## src/rtl/dmux_stream_1xn_pkg.sv

```systemverilog
// Shared defaults and helpers for the 1-to-N stream demux.
// Optional feature macro: DMUX_CNT_EN (per-channel delivered-beat counters).
package dmux_pkg;
  localparam int DMUX_WIDTH_DEF = 4;
  localparam int DMUX_NCH_DEF   = 4;
  localparam int DMUX_CNT_W     = 8;

  // Select width: at least one bit even for a two-channel build.
  function automatic int dmux_sel_w(input int n);
    return (n <= 2) ? 1 : $clog2(n);
  endfunction
endpackage

```

## src/rtl/dmux_stream_1xn_if.sv

```systemverilog
// Upstream beat plus per-channel downstream handshakes of the demux.
// Optional feature macro: DMUX_CNT_EN (counters are a separate top port).
interface dmux_stream_1xn_if import dmux_pkg::*; #(
  parameter int WIDTH = DMUX_WIDTH_DEF,
  parameter int NCH   = DMUX_NCH_DEF
);
  localparam int SEL_W = dmux_sel_w(NCH);

  logic                   in_valid;
  logic                   in_ready;
  logic [WIDTH-1:0]       in_data;
  logic [SEL_W-1:0]       in_sel;
  logic                   in_bcast;
  logic [NCH-1:0]         out_valid;
  logic [NCH-1:0]         out_ready;
  logic [NCH*WIDTH-1:0]   out_data;
  logic                   drop;

  modport master (
    output in_valid, in_data, in_sel, in_bcast, out_ready,
    input  in_ready, out_valid, out_data, drop
  );

  modport slave (
    input  in_valid, in_data, in_sel, in_bcast, out_ready,
    output in_ready, out_valid, out_data, drop
  );
endinterface

```

## src/rtl/dmux_stream_1xn_slot.sv

```systemverilog
// One output channel: single-entry buffer, optional delivered-beat counter.
// Optional feature macro: DMUX_CNT_EN.
module dmux_slot import dmux_pkg::*; #(
  parameter int WIDTH = DMUX_WIDTH_DEF
) (
  input  logic             clk,
  input  logic             rst,
  input  logic             load_i,
  input  logic             ready_i,
  input  logic [WIDTH-1:0] data_i,
  output logic             full_o,
  output logic [WIDTH-1:0] data_o
`ifdef DMUX_CNT_EN
  ,
  output logic [DMUX_CNT_W-1:0] cnt_o
`endif
);
  logic             full_q, full_d;
  logic [WIDTH-1:0] data_q, data_d;
  logic             hs;

  assign hs = full_q & ready_i;

  // A load wins over a drain so drain-and-refill keeps the slot full.
  always_comb begin
    full_d = full_q;
    data_d = data_q;
    if (load_i) begin
      full_d = 1'b1;
      data_d = data_i;
    end else if (hs) begin
      full_d = 1'b0;
    end
  end

  // Buffer state; payload is only ever replaced by a load.
  always_ff @(posedge clk) begin
    if (rst) begin
      full_q <= 1'b0;
      data_q <= '0;
    end else begin
      full_q <= full_d;
      data_q <= data_d;
    end
  end

  assign full_o = full_q;
  assign data_o = data_q;

`ifdef DMUX_CNT_EN
  logic [DMUX_CNT_W-1:0] cnt_q, cnt_d;

  // Count output handshakes, wrapping naturally at the counter width.
  always_comb begin
    cnt_d = cnt_q;
    if (hs) cnt_d = cnt_q + 1'b1;
  end

  // Counter register.
  always_ff @(posedge clk) begin
    if (rst) cnt_q <= '0;
    else     cnt_q <= cnt_d;
  end

  assign cnt_o = cnt_q;
`endif
endmodule

```

## src/rtl/dmux_stream_1xn.sv

```systemverilog
// 1-to-N stream demultiplexer with unicast, broadcast and out-of-range drop.
// Optional feature macro: DMUX_CNT_EN adds the cnt port (8-bit per channel).
module dmux_stream_1xn import dmux_pkg::*; #(
  parameter int WIDTH = DMUX_WIDTH_DEF,
  parameter int NCH   = DMUX_NCH_DEF
) (
  input  logic clk,
  input  logic rst,
  dmux_stream_1xn_if.slave bus
`ifdef DMUX_CNT_EN
  ,
  output logic [NCH*DMUX_CNT_W-1:0] cnt
`endif
);
  localparam int SEL_W = dmux_sel_w(NCH);

  logic [NCH-1:0]            can_take;
  logic [NCH-1:0]            load;
  logic [NCH-1:0]            full_w;
  logic [NCH-1:0][WIDTH-1:0] data_w;
  logic                      sel_ok;
  logic                      ready;
  logic                      accept;
  logic                      drop_q, drop_d;

  assign can_take = ~full_w | bus.out_ready;
  assign sel_ok   = {1'b0, bus.in_sel} < (SEL_W+1)'(NCH);

  // Readiness depends only on sel/bcast/buffer state, never on in_valid.
  always_comb begin
    ready = 1'b0;
    if (bus.in_bcast) begin
      ready = &can_take;
    end else if (!sel_ok) begin
      ready = 1'b1;
    end else begin
      for (int i = 0; i < NCH; i++)
        if (bus.in_sel == SEL_W'(i)) ready = can_take[i];
    end
  end

  assign accept = bus.in_valid & ready;

  // Steer the accepted beat; broadcast loads every channel at once.
  always_comb begin
    load = '0;
    for (int i = 0; i < NCH; i++)
      load[i] = accept & (bus.in_bcast | (bus.in_sel == SEL_W'(i)));
  end

  assign drop_d = accept & ~bus.in_bcast & ~sel_ok;

  // Registered drop pulse for beats discarded by an out-of-range select.
  always_ff @(posedge clk) begin
    if (rst) drop_q <= 1'b0;
    else     drop_q <= drop_d;
  end

`ifdef DMUX_CNT_EN
  logic [NCH-1:0][DMUX_CNT_W-1:0] cnt_w;
  assign cnt = cnt_w;
`endif

  for (genvar i = 0; i < NCH; i++) begin : g_slot
    dmux_slot #(.WIDTH(WIDTH)) u_slot (
      .clk     (clk),
      .rst     (rst),
      .load_i  (load[i]),
      .ready_i (bus.out_ready[i]),
      .data_i  (bus.in_data),
      .full_o  (full_w[i]),
      .data_o  (data_w[i])
`ifdef DMUX_CNT_EN
      ,
      .cnt_o   (cnt_w[i])
`endif
    );
  end

  assign bus.in_ready  = ready;
  assign bus.out_valid = full_w;
  assign bus.out_data  = data_w;
  assign bus.drop      = drop_q;
endmodule

```

## src/flat_wrapper.sv

```systemverilog
// flat-port wrapper written by rule: the top's interface ports become plain ports
module dmux_stream_1xn_flat import dmux_pkg::*;
#(
  parameter int WIDTH = DMUX_WIDTH_DEF,
  parameter int NCH   = DMUX_NCH_DEF
)
  (clk, rst, bus_in_valid, bus_in_data, bus_in_sel, bus_in_bcast, bus_out_ready, bus_in_ready, bus_out_valid, bus_out_data, bus_drop);
  dmux_stream_1xn_if #(.WIDTH(WIDTH), .NCH(NCH)) bus_i ();
  input  logic clk;
  input  logic rst;
  input wire logic [$bits(bus_i.in_valid)-1:0] bus_in_valid;
  input wire logic [$bits(bus_i.in_data)-1:0] bus_in_data;
  input wire logic [$bits(bus_i.in_sel)-1:0] bus_in_sel;
  input wire logic [$bits(bus_i.in_bcast)-1:0] bus_in_bcast;
  input wire logic [$bits(bus_i.out_ready)-1:0] bus_out_ready;
  output wire logic [$bits(bus_i.in_ready)-1:0] bus_in_ready;
  output wire logic [$bits(bus_i.out_valid)-1:0] bus_out_valid;
  output wire logic [$bits(bus_i.out_data)-1:0] bus_out_data;
  output wire logic [$bits(bus_i.drop)-1:0] bus_drop;
  assign bus_i.in_valid = bus_in_valid;
  assign bus_i.in_data = bus_in_data;
  assign bus_i.in_sel = bus_in_sel;
  assign bus_i.in_bcast = bus_in_bcast;
  assign bus_i.out_ready = bus_out_ready;
  assign bus_in_ready = bus_i.in_ready;
  assign bus_out_valid = bus_i.out_valid;
  assign bus_out_data = bus_i.out_data;
  assign bus_drop = bus_i.drop;
  dmux_stream_1xn #(.WIDTH(WIDTH), .NCH(NCH)) u_core (.clk(clk), .rst(rst), .bus(bus_i));
endmodule
```

## config.mk

```make
export PLATFORM = sky130hd
export DESIGN_NAME = dmux_stream_1xn_flat
export DESIGN_NICKNAME = d
export VERILOG_FILES = /design/src/rtl/dmux_stream_1xn_pkg.sv /design/src/rtl/dmux_stream_1xn_if.sv /design/src/rtl/dmux_stream_1xn_slot.sv /design/src/rtl/dmux_stream_1xn.sv /design/src/flat_wrapper.sv
export SDC_FILE = /design/constraint.sdc
export NUM_CORES = 1
export LEC_CHECK = 0
export ABC_CLOCK_PERIOD_IN_PS = 1700
export CAP_MARGIN = 10
export CORE_MARGIN = 1
export CORE_UTILIZATION = 35
export CTS_CLUSTER_DIAMETER = 30
export DETAILED_ROUTE_END_ITERATION = 10
export PLACE_DENSITY = 0.66
export SETUP_SLACK_MARGIN = 0.02
export SKIP_CTS_REPAIR_TIMING = 1
export SYNTH_ARGS = -nofsm -noshare
export SYNTH_HDL_FRONTEND = slang
export SYNTH_SLANG_ARGS = --single-unit
```

## constraint.sdc

```tcl
create_clock -name clk -period 1.7 [get_ports clk]
set_clock_uncertainty 0.1 [all_clocks]
set_input_delay 0.255 -clock clk [delete_from_list [all_inputs] [get_ports clk]]
set_output_delay 0.255 -clock clk [all_outputs]
set_load 0.1 [all_outputs]
```

* Yosys cells after proc, flatten, opt, wreduce, memory -nomap -nowiden
Index checks and enable logic that the tools add are counted.
Storage, ports and cells: register bits 20, word-level logic and storage cells 45, input bits 14
Operators by class: bitwise operators 15, reductions and logical operators 6, mux-type cells 13, equal/unequal tests 3
Operator list (number):
- 1-bit two-way mux | 13
- 1-bit bitwise AND | 9
- 2-bit nonzero test | 4
- 2-bit == test, second input constant | 2
- 4-bit NOT | 1
- 1-bit bitwise OR | 4
- 4-bit bitwise OR | 1
- 4-bit AND reduction | 1
- 2-bit by 1-bit == test with 1-bit output, second input constant | 1
- 2-bit zero test | 1

* Depth between registers and ports, before layout
depth after elaboration 10, gate-level depth with buffers 5, depth with buffers taken out 4

* By module
A second synthesis with hierarchy kept.
Second synthesis, totals: cells, all modules 92, area total of the unflattened synthesis 884.6 sq um
By module, submodules not included:
- dmux_slot | instances 4, seq. area each 100.1 sq um, cells each 17, area an instance 181.4 sq um
- dmux_stream_1xn | instances 1, seq. area each 0.0 sq um, cells each 24, area an instance 158.9 sq um

* Worst setup path before layout
OpenSTA, ideal clock, no wires.
path kind input-to-output, start point input port bus_in_bcast, end point output port bus_in_ready, required time 1345 ps, stages 4, arrival 1796 ps, slack -451 ps, path through buf_6 a21o_1 a221oi_4 and3_1
Between the ends: cells in the longest elaborated chain, start to end 1
RTL lines:
- from (decl) | line flat_wrapper.sv:14 | input wire logic [$bits(bus_i.in_bcast)-1:0] bus_in_bcast;
- 1-bit two-way mux | line dmux_stream_1xn.sv:32 | if (bus.in_bcast) begin
- to (decl) | line flat_wrapper.sv:16 | output wire logic [$bits(bus_i.in_ready)-1:0] bus_in_ready;
No other way between the ends.

* Final worst setup path
start point register u_core.g_slot[0].u_slot.full_q, end point output port bus_in_ready
Between the ends: cells in the longest elaborated chain, start to end 7, elaborated cells between the ends (all ways) 8
RTL lines:
- from (decl) | line dmux_stream_1xn_slot.sv:18 | logic full_q, full_d;
- from (signal assigned) | line dmux_stream_1xn_slot.sv:42 | full_q <= full_d;
- 4-bit NOT * | line dmux_stream_1xn.sv:26 | assign can_take = ~full_w | bus.out_ready;
- 4-bit bitwise OR * | line dmux_stream_1xn.sv:26
- 1-bit two-way mux (4 in series) | line dmux_stream_1xn.sv:38 | if (bus.in_sel == SEL_W'(i)) ready = can_take[i];
- 1-bit two-way mux * | line dmux_stream_1xn.sv:32
Every way passes the cells marked *; elsewhere a longest branch is shown, timed or not.

==> metrics.md <==
| Metric | Value |
|---|---|
| Global-route wire length before repair | 3330 um |
| Share of synthesized area occupied by flip-flops and latches | 40.9% |
| Worst Setup Start Kind | register |
| Die span in y | 54.9 um |
| Average wire per standard cell | 13.4 um |
| Fin. max-slew vios | 0 |
| Post-Synthesis Cells | 96 |
| Effective utilization at floorplan | 38.2% |
| Worst path arrival time | 1.42 ns |
| Most common cell after layout, fill and taps aside | nand2b_1 |
| Summed instance area of the synthesized netlist | 980 um2 |
| Required @ worst endpoint | 1.34 ns |
| Flop and latch count out of synthesis | 20 |
| RSZ-0062 raised after global routing | yes |
| Failing checks | negative setup slack |
| Clock transition time at the flip-flop clock pins of the worst setup and hold paths | 0.10 ns |
| Dpl hpwl | 1720 um |
| Critical path fanouts, max | 3 |
| Clock latency on the worst-skew pair | 0.29 ns |
| Final worst-path setup slack | -0.0726 ns |
| Period utilization | 104% |
| Upper clock frequency limit | 564 MHz |
| DRC violations left | 0 |
| Root buffer cell | clkbuf_4 |
| Floorplan row count | 18 |
| Drt initial violations | 6 |
| Number of global-route vias before repair | 804 |
| DR vias | 827 |
| Leakage power of the design | 0.779 nW |
| Category of the most critical setup path | register to primary output |
| Layout fillers | 219 |
| Post-Synthesis Net Count | 110 |
| Most frequent cells in the layout | nand2b_1, buf_12, dfxtp_1 |
| Maximum ir drop on the vdd rail | 679 uV |
| Total overflow reported by the global router | 0 |
| Setup tns final | -0.0726 ns |
| Area of the die | 0.00301 mm2 |
| Ratio of routed vias to standard cells | 4.86 |
| Total clock sinks | 20 |
| H-Tree Depth | 1 |
| Post-synthesis area per instance | 10.2 um2 |
| Final hold violation count | 0 |
| Number of max-cap violations | 0 |
| Synthesis-to-finish area growth | 76.8% |
| Pin count of the biggest net entering global routing | 11 |
| Width of the chip | 54.9 um |
| Total CTS buffers | 3 |
| Number of buffer cells added on primary ports | 34 |
| Setup crit end kind | primary output |
| Count of final setup violators | 1 |
| Fraction of final layout cells sized beyond drive strength 1 | 40.0% |
| Final Wtd Congestion | 0.776 |
| Run status | finished, violations left |
| Final net count | 156 |
| Core outline area | 0.00257 mm2 |
| Number of antenna violations at the first check in global routing | 0 |
| Total wirelength of the detailed-routed design | 2280 um |
| Final critical delay including setup and external delays | 1.77 ns |
| Number of primary I/O pins | 36 |
| Post-route ant nets | 0 |
| Warnings from Yosys | 0 |
| Bufs on Longest Clock Path | 2 |
| Distinct cell type count of the synthesized netlist | 21 |
| Worst hold path class | input port to register |
| Gr usage total | 15.6% |
| Antenna cell count | 0 |
| Clock tree from TritonCTS | done |
| Pre-antenna DRT Iters | 2 |
| Worst reg2reg setup slack | 0.08 ns |
| Power per Cell Area | 877 mW/mm2 |
| Worst hold-check slack | 0.239 ns |
==> power breakdown <==
| group | internal [W] | switching, W |
|---|---|---|
| clock network | 0.0000822 | 0.000127 |
| logic | 0.000302 | 0.000455 |
| registers | 0.000511 | 0.0000417 |
| total | 0.000895 | 0.000624 |
==> layer usage <==
metal  track usage, %  wire (um)
met1             19.6        993
met2             26.7       1140
met4             5.00          0
met5                0          0
met3             3.01        149
==> flip-flops by register name, indices dropped and copies added (netlist names) <==
| name | flops |
|---|---|
| u_core.g_slot.u_slot.full_o | 4 |
| u_core.g_slot.u_slot.data_o | 16 |
==> worst paths after layout <==
path,end,start,cells after the start
max,bus_in_ready,u_core.g_slot[0].u_slot.full_o,4
min,u_core.g_slot[3].u_slot.full_o,bus_out_ready[3],3
max reg2reg,u_core.g_slot[0].u_slot.data_o[2],u_core.g_slot[1].u_slot.full_o,6
min reg2reg,u_core.g_slot[2].u_slot.data_o[3],u_core.g_slot[2].u_slot.data_o[3],2
==> logic make-up (layout without fill, tap and decap cells) <==
group | after synthesis | after routing | synth area share, %
AND/OR/NAND/NOR | 36 | 36 | 22.9
flip-flops | 20 | 20 | 40.9
multiplexers | 16 | 16 | 16.3
AO/OA/AOI/OAI | 14 | 14 | 13.4
buffers and inverters | 9 | 53 | 6.13
other | 1 | 1 | 0.383
==> cell usage after synthesis <==
cell | n | area share [%]
o221a_2 | 2 | 2.3
dfxtp_1 | 20 | 41
o221ai_1 | 2 | 1.8
o211ai_2 | 1 | 1.3
nor2_1 | 1 | 0.38
and4_1 | 1 | 0.89
clkbuf_1 | 3 | 1.1
a21oi_1 | 5 | 2.6
nor4bb_1 | 1 | 1.0
mux2i_1 | 16 | 16
o21ai_0 | 1 | 0.51
conb_1 | 1 | 0.38
buf_4 | 5 | 3.8
and3_1 | 1 | 0.64
nand2b_1 | 25 | 16
nand2_1 | 2 | 0.77
o221ai_2 | 1 | 1.5
buf_6 | 1 | 1.1
nor2b_1 | 5 | 3.2
a221oi_4 | 1 | 2.7
a21o_1 | 1 | 0.77
==> through the flow <==
stage / area, um2 / instances / total power, W / worst slack [ns] / utilization, %
3_5_place_dp: 1610 / 164 / 0.00130 / -0.412 / 62.7
2_1_floorplan: 988 / 96 / 0.00102 / -0.0258 / -
5_1_grt: 1730 / 170 / 0.00158 / -0.133 / 67.4
6_report: 1730 / 170 / 0.00152 / -0.0726 / 67.4
4_1_cts: 1630 / 167 / 0.00150 / -0.384 / 63.6
3_3_place_gp: 1610 / 164 / 0.00129 / -0.352 / 62.7
==> area by class of cell <==
type	count	area [um2]	share of cell area (%)
timing repair buffer	50	686	39.6
multi-input combinational	67	579	33.5
sequential	20	407	23.5
tap	30	37.5	2.17
clock buffer	3	22.5	1.30
==> critical path, stage by stage, from the launching register on <==
cell      delay (ns)
dfxtp_4         0.37
nor2b_4         0.13
a221oi_4        0.23
and3_4          0.23
buf_12          0.17
Power figures use the tool's default switching activity.
